===== config.mk =====
export PLATFORM = sky130hd
export DESIGN_NAME = mux_scan_n
export DESIGN_NICKNAME = d
export VERILOG_FILES = /design/src/rtl/mux_scan_n.sv
export SDC_FILE = /design/constraint.sdc
export NUM_CORES = 1
export LEC_CHECK = 0
export BUFFER_PORTS_ARGS = -buffer_cell sky130_fd_sc_hd__clkbuf_2
export CORE_MARGIN = 2
export CORE_UTILIZATION = 55
export CTS_CLUSTER_DIAMETER = 50
export CTS_CLUSTER_SIZE = 30
export DETAILED_ROUTE_END_ITERATION = 16
export PLACE_DENSITY = 0.84
export SETUP_SLACK_MARGIN = 0.02
export SLEW_MARGIN = 10
export SYNTH_ARGS = -nofsm -noshare
export SYNTH_HDL_FRONTEND = slang
export SYNTH_SLANG_ARGS = --single-unit
export TNS_END_PERCENT = 20

===== constraint.sdc =====
create_clock -name clk -period 6.25 [get_ports clk]
set_input_delay 0 -clock clk [delete_from_list [all_inputs] [get_ports clk]]
set_output_delay 0 -clock clk [all_outputs]
set_load 0.02 [all_outputs]

===== src/rtl/mux_scan_n.sv =====
// N-channel W-bit registered multiplexer.
// Manual select or self-stepping scan with programmable dwell.
module mux_scan_n #(
    parameter int W     = 8,
    parameter int N     = 8,
    parameter int SELW  = 3,
    parameter int DWELL = 4
) (
    input  logic            clk,
    input  logic            rst_n,
    input  logic [N*W-1:0]  x,
    input  logic [SELW-1:0] sel,
    input  logic            mode,
    input  logic            en,
    output logic [W-1:0]    o,
    output logic [SELW-1:0] ch,
    output logic            o_valid,
    output logic            wrap,
    output logic            sel_err
);

    localparam int CW = (DWELL > 1) ? $clog2(DWELL) : 1;
    localparam logic [SELW-1:0] LAST = SELW'(N - 1);
    localparam logic [CW-1:0]   CMAX = CW'(DWELL - 1);

    logic [CW-1:0]   cnt;
    logic            mode_q;
    logic            first;
    logic [SELW-1:0] ch_nxt;
    logic [W-1:0]    d_sel;
    logic [W-1:0]    d_cur;
    logic [W-1:0]    d_nxt;
    logic            sel_ok;
    logic            expire;

    always_comb begin
        sel_ok = {1'b0, sel} < (SELW+1)'(N);
        ch_nxt = (ch == LAST) ? '0 : ch + 1'b1;
        expire = (cnt == CMAX);
        d_sel  = '0;
        d_cur  = '0;
        d_nxt  = '0;
        // Explicit decode keeps unused select codes from indexing past x.
        for (int k = 0; k < N; k++) begin
            if (sel == SELW'(k))
                d_sel = x[k*W +: W];
            if (ch == SELW'(k))
                d_cur = x[k*W +: W];
            if (ch_nxt == SELW'(k))
                d_nxt = x[k*W +: W];
        end
    end

    always_ff @(posedge clk or negedge rst_n) begin
        if (!rst_n) begin
            o       <= '0;
            ch      <= '0;
            o_valid <= 1'b0;
            wrap    <= 1'b0;
            sel_err <= 1'b0;
            cnt     <= '0;
            mode_q  <= 1'b0;
            first   <= 1'b1;
        end else if (!en) begin
            o_valid <= 1'b0;
            wrap    <= 1'b0;
        end else begin
            mode_q <= mode;
            wrap   <= 1'b0;
            if (mode) begin
                sel_err <= 1'b0;
                first   <= 1'b0;
                if (!mode_q) begin
                    ch      <= '0;
                    cnt     <= '0;
                    o       <= x[W-1:0];
                    o_valid <= 1'b1;
                end else if (expire) begin
                    cnt     <= '0;
                    ch      <= ch_nxt;
                    o       <= d_nxt;
                    o_valid <= 1'b1;
                    wrap    <= (ch == LAST);
                end else begin
                    cnt     <= cnt + 1'b1;
                    o       <= d_cur;
                    o_valid <= 1'b0;
                end
            end else begin
                cnt <= '0;
                if (sel_ok) begin
                    o       <= d_sel;
                    ch      <= sel;
                    o_valid <= first || (sel != ch);
                    sel_err <= 1'b0;
                    first   <= 1'b0;
                end else begin
                    o       <= '0;
                    o_valid <= 1'b0;
                    sel_err <= 1'b1;
                end
            end
        end
    end

endmodule


---- Word level (Yosys, flattened, before mapping) ----
Cells that the tools add are included.
word-level totals
  flip-flop bits (word level) ............. 17
  input port bits ......................... 71
cells by class
  $add $sub $neg .......................... 2
  eq/ne operators ......................... 24
  muxes and demuxes ....................... 42
  reductions and logical operators ........ 5
operators with widths
  kind                                                 count
  two-way mux 8 bit                                    27
  equality test 3 bit, second input constant           12
  equality test 3 x 2 -> 1 bit, second input constant  6
  two-way mux 3 bit                                    4
  equality test 3 x 1 -> 1 bit, second input constant  3
  logical NOT 3 bit                                    3
  two-way mux 1 bit                                    8
  two-way mux 2 bit                                    3
  adder 3 x 1 -> 3 bit, second input constant          1
  != test 3 x 2 -> 1 bit, second input constant        1
  != test 3 bit                                        1
  adder 2 x 1 -> 2 bit, second input constant          1
  equality test 2 bit, second input constant           1
  AND reduction 2 bit                                  1
  logical OR 1 bit                                     1

---- Logic depth before layout (Yosys ltp) ----
  word-level depth ........................ 14
  depth in mapped cells ................... 11

---- Worst setup path after synthesis ----
OpenSTA, ideal clock, no wires.
  kind .................................... register -> register
  start ................................... reg ch[2]
  end ..................................... reg o[1]
  setup time .............................. 126 ps
  arrival time ............................ 2243 ps
  required time ........................... 6124 ps
  setup slack ............................. 3881 ps
  cell stages (with the launch flop) ...... 10
  period minus slack after synthesis ...... 2369 ps
  path through ............................ dfrtp_1 clkinv_1 ha_1 buf_2 and3b_1 nand2_1 o21ai_0 o31ai_1 a21oi_1 a221o_1
on the way
  word-level cells in the longest chain between the ends .. 14
  elaborated cells between the ends (all ways) .. 37
  classes of those cells .................. add/sub (1); eq/ne (14); mux (20); reduce/logical (2)
ends and longest elaborated chain
  item                                                         RTL line  RTL
  start, declared                                              16        output logic [SELW-1:0] ch,
  start signal, assigned                                       80        ch <= ch_nxt;
  start signal, assigned                                       93        ch <= sel;
  adder 3 x 1 -> 3 bit or equality test 3 bit (tied branches)  38, 47
  two-way mux 3 bit                                            38        ch_nxt = (ch == LAST) ? '0 : ch + 1'b1;
  logical NOT 3 bit                                            49        if (ch_nxt == SELW'(k))
  two-way mux 8 bit (8 in a row)                               49
  two-way mux 8 bit *                                          78        end else if (expire) begin
  two-way mux 8 bit *                                          73        if (!mode_q) begin
  two-way mux 8 bit *                                          70        if (mode) begin
  end signal, assigned                                         76        o <= x[W-1:0];
  end signal, assigned                                         81        o <= d_nxt;
  end signal, assigned                                         86        o <= d_cur;
  end, declared                                                15        output logic [W-1:0] o,
Mark *: on every way between the ends. The rest lies on a longest branch, timed or not.
A chain may end at the register's enable or synchronous reset.

---- Final worst setup path ----
Same ends and word-level chain as after synthesis.

==> results.txt <==
The flow ran to the end, and the final reports show no timing, DRC or antenna violations. The average instance in the mapped netlist occupies 7.09 sq um. During I/O placement, the number of pins put on the boundary was 85. Clock tree synthesis selected as its root buffer the cell clkbuf_8. The slowest cell on the critical path was dfrtp_1.

Counting instances in the post-synthesis netlist gives the leading cell types as nand2_1 (47), o21ai_0 (44), a21oi_1 (24), inv_1 (21), nor2_1 (21). The number of nets handed over by synthesis was 488. Startpoint of the lowest-slack hold path: en. The leading cell type by number of instances after synthesis was nand2_1. By startpoint and endpoint, the worst setup path is classified as reg -> reg. At the pin with the least slew margin, the transition time is 1.28 ns. TritonCTS built the clock tree. The area share of the largest cell type after synthesis came out at 0.138. After detailed routing, the number of remaining DRC violations is 0. The minimum clock period after layout came out at 3.56 ns. In this run the vertical extent of the chip is 76.6 um. The horizontal extent of the die was 76.6 um.

The logs give 0 for the count of final max-slew check failures and 26 for the standard-cell row count. The first TritonRoute pass finished after 5 iterations. The tools report the max-slew headroom at the worst pin as 0.147. Initial standard-cell utilization of the core: 0.567.

Hold is met by 0.0513 ns. The worst setup path is captured at a register. In this run, synthesis produced a sequential element count of 17.

The core region is 0.00511 sq mm. On the critical path the largest part of the delay comes from flip-flops. For the number of fillers in the final layout, the log shows 500. In this run, synthesis inferred 0 flip-flops with an integrated enable. The worst register-to-register path begins at ch[2]. The floorplan step defined a die boundary enclosing 0.00587 sq mm. For this run, the leading register cell type out of synthesis is dfrtp_1. The run gives 0 as the count of antenna diodes in the layout. In this design, the stage delay of the slowest critical-path cell is 0.90 ns.

Synthesis handed over a netlist of 409 instances. The final weighted congestion in routability-driven placement is 0.941. Buffers inserted during clock tree synthesis total 3.

The routed wire length per instance is 20.2 um, and the count of nets left with antenna violations after detail routing is 0. Walking the worst path, the cells encountered are clkinv_1 -> ha_1 -> and3b_1 -> nand2_1 -> o21ai_0 -> o31ai_1 -> a21oi_1 -> a221o_1. Proportion of register bits with asynchronous set or reset after synthesis: 1.00. The min-delay analysis places its worst path in the category in -> reg. The clock arrives with 0.0123 ns of skew. The tools report the clock sink total as 17. The run gives 1.43 nW as the leakage power. The number of endpoints with negative hold slack in the final report was 0. Derived from the worst setup path, the maximum achievable clock frequency is 0.281 GHz. The via count of the first global-routing pass was 3288; the number of input and output port buffers inserted was 83. The worst setup path is launched from a register. At the worst endpoint, the required time is 6.41 ns. The data arrival time of the critical path is 3.72 ns, and the power per cell area is 194 mW/mm^2.

The synthesized design spends more area on one cell type than any other, namely dfrtp_1. The Yosys warning count was 0; the total routing resource utilization after global routing was 0.351. The tools report the cell area after synthesis as 0.00290 sq mm.

The tools report the deepest clock path buffer count as 2. The detailed router finished its first iteration with 410 violations. The initial antenna violation count was 0; the final wirelength was 10.7 mm.

The tools report the unique cell type count in the Yosys netlist as 60. Setup repair after global routing left no endpoint under its margin. In the final design database the tool counted 539 nets.

The peak supply drop came out at 0.280 mV. The number of buffer and inverter instances along the worst setup path is 1, and the via count is 3706. The final critical-path share of the clock period is 0.570. The tools report the total negative slack for setup checks as 0 ns.

The share of post-route cells with drive strength above 1 was 0.235. Yosys attributes the largest share of cell area to dfrtp_1 (14%), o21ai_0 (7.6%), nand2_1 (6.1%). The aggregate global routing overflow is 0, and the clock latency of the later-clocked register in the worst-skew pair is 0.27 ns. The start point of the critical path was ch[2]. The pin count of the biggest net entering global routing was 58; the layout-stage area growth over the synthesis result was 13.6%.

The number of buffers inserted by post-CTS setup repair is 0, and the clock slew seen by the registers of the worst setup and hold paths is 0.08 ns. For the global-route wire length before repair, the log shows 16.7 mm. The tools report the post-synthesis sequential area ratio as 0.147. The logs give 0 for the max-cap violation count and 1 for the CTS H-tree depth. For the final count of negative-setup-slack endpoints, the log shows 0.

The number of vias per cell after detailed routing was 7.01. In this run the worst path has a maximum fanout of 26. The run gives 7.14 mm as the post-detailed-placement half-perimeter wirelength.
==> what timing repair did <==
| item | 4_1_cts | 5_1_grt |
|---|---|---|
| endpoints found under the setup margin | 0 | 0 |
| hold buffers | 1 | 0 |
| hold endpoints to repair | 16 | 0 |
| gates resized for setup | 0 | 0 |
==> cell type report <==
class,instances,area [sq um],share of cell area
Inverter,24,90.1,0.0274
Multi-Input combinational cell,327,2200,0.667
Clock buffer,4,45.0,0.0137
Tap cell,70,87.6,0.0266
Sequential cell,17,427,0.130
Timing Repair Buffer,87,448,0.136
==> power by group <==
group / leakage [nW] / switching (W) / internal, W
Combinational: 1.20 / 0.000240 / 0.000158
Clock: 0.0228 / 0.0000451 / 0.0000455
Sequential: 0.207 / 0.0000253 / 0.000125
==> worst register-to-register path: stages, from the launching register on <==
cell,delay [ns]
dfrtp_1,0.90
clkinv_1,0.49
ha_1,0.86
and3b_1,0.32
nand2_1,0.12
o21ai_0,0.10
o31ai_1,0.22
a21oi_1,0.10
a221o_1,0.35
==> state kept, by name (all words and copies together) (netlist names) <==
| register | count |
|---|---|
| ch | 3 |
| cnt | 2 |
| first | 1 |
| mode_q | 1 |
| o | 8 |
| o_valid | 1 |
| wrap | 1 |
==> placed cells by master (no fill, tap or decap), drive strengths merged, types with 3 or more instances in the layout <==
cell type / Yosys / final
nand3: 8 / 8
a221oi: 17 / 17
a222oi: 3 / 3
nor3: 5 / 5
o221ai: 3 / 3
dfrtp: 16 / 16
o31ai: 3 / 3
mux2i: 11 / 11
a21oi: 24 / 24
nand2b: 5 / 5
mux2: 9 / 9
clkbuf: 15 / 87
o311ai: 3 / 3
a211oi: 5 / 5
a221o: 7 / 7
and2: 3 / 3
nor2: 21 / 21
a31oi: 11 / 11
nand2: 47 / 47
a2111oi: 5 / 5
o21ai: 46 / 46
o2bb2ai: 4 / 4
o22ai: 5 / 5
mux4: 4 / 4
a2bb2oi: 7 / 7
a22oi: 10 / 10
buf: 26 / 3
nor2b: 19 / 19
a21o: 3 / 3
inv: 22 / 22
ha: 8 / 8
==> stage by stage <==
step	util	setup WS, ns	instances	total power, W	cell area, sq um
after global placement	0.634	2.92	524	0.000530	3240
final	0.645	2.69	529	0.000639	3290
after CTS	0.645	2.79	529	0.000629	3290
after global routing	0.645	2.47	529	0.000678	3290
after detailed placement	0.634	2.80	524	0.000535	3240
after floorplan	-	3.88	409	0.000429	2900
==> logic make-up (layout without fill, tap and decap cells) <==
| logic type | Yosys count | count (layout) | share of synthesized area |
|---|---|---|---|
| adders and majority gates | 8 | 8 | 0.0345 |
| xor gates and xnor gates | 3 | 3 | 0.00907 |
| AOI/OAI and AO/OA | 172 | 172 | 0.413 |
| and+or+nand+nor | 119 | 119 | 0.196 |
| DFF | 17 | 17 | 0.147 |
| other | 1 | 1 | 0.00129 |
| buffers and inverters | 65 | 115 | 0.0950 |
| muxes | 24 | 24 | 0.104 |
==> worst paths after layout <==
kind / to / slack (ns) / cells past startpoint
setup / recovery: o[1] / 2.69 / 8
hold / removal: first / 0.05 / 2
setup reg to reg: o[1] / 2.69 / 8
hold reg to reg: first / 0.49 / 1
max in group asynchronous: first / 5.61 / 2
min in group asynchronous: o[2] / 0.24 / 2
==> metal layers <==
metal,global-route usage,wire length (um),share of wire
met5,0,0,0
met4,0.138,313,0.029
met3,0.0592,1260,0.12
met2,0.565,4840,0.45
met1,0.467,4280,0.40
Power figures use the tool's default switching activity.
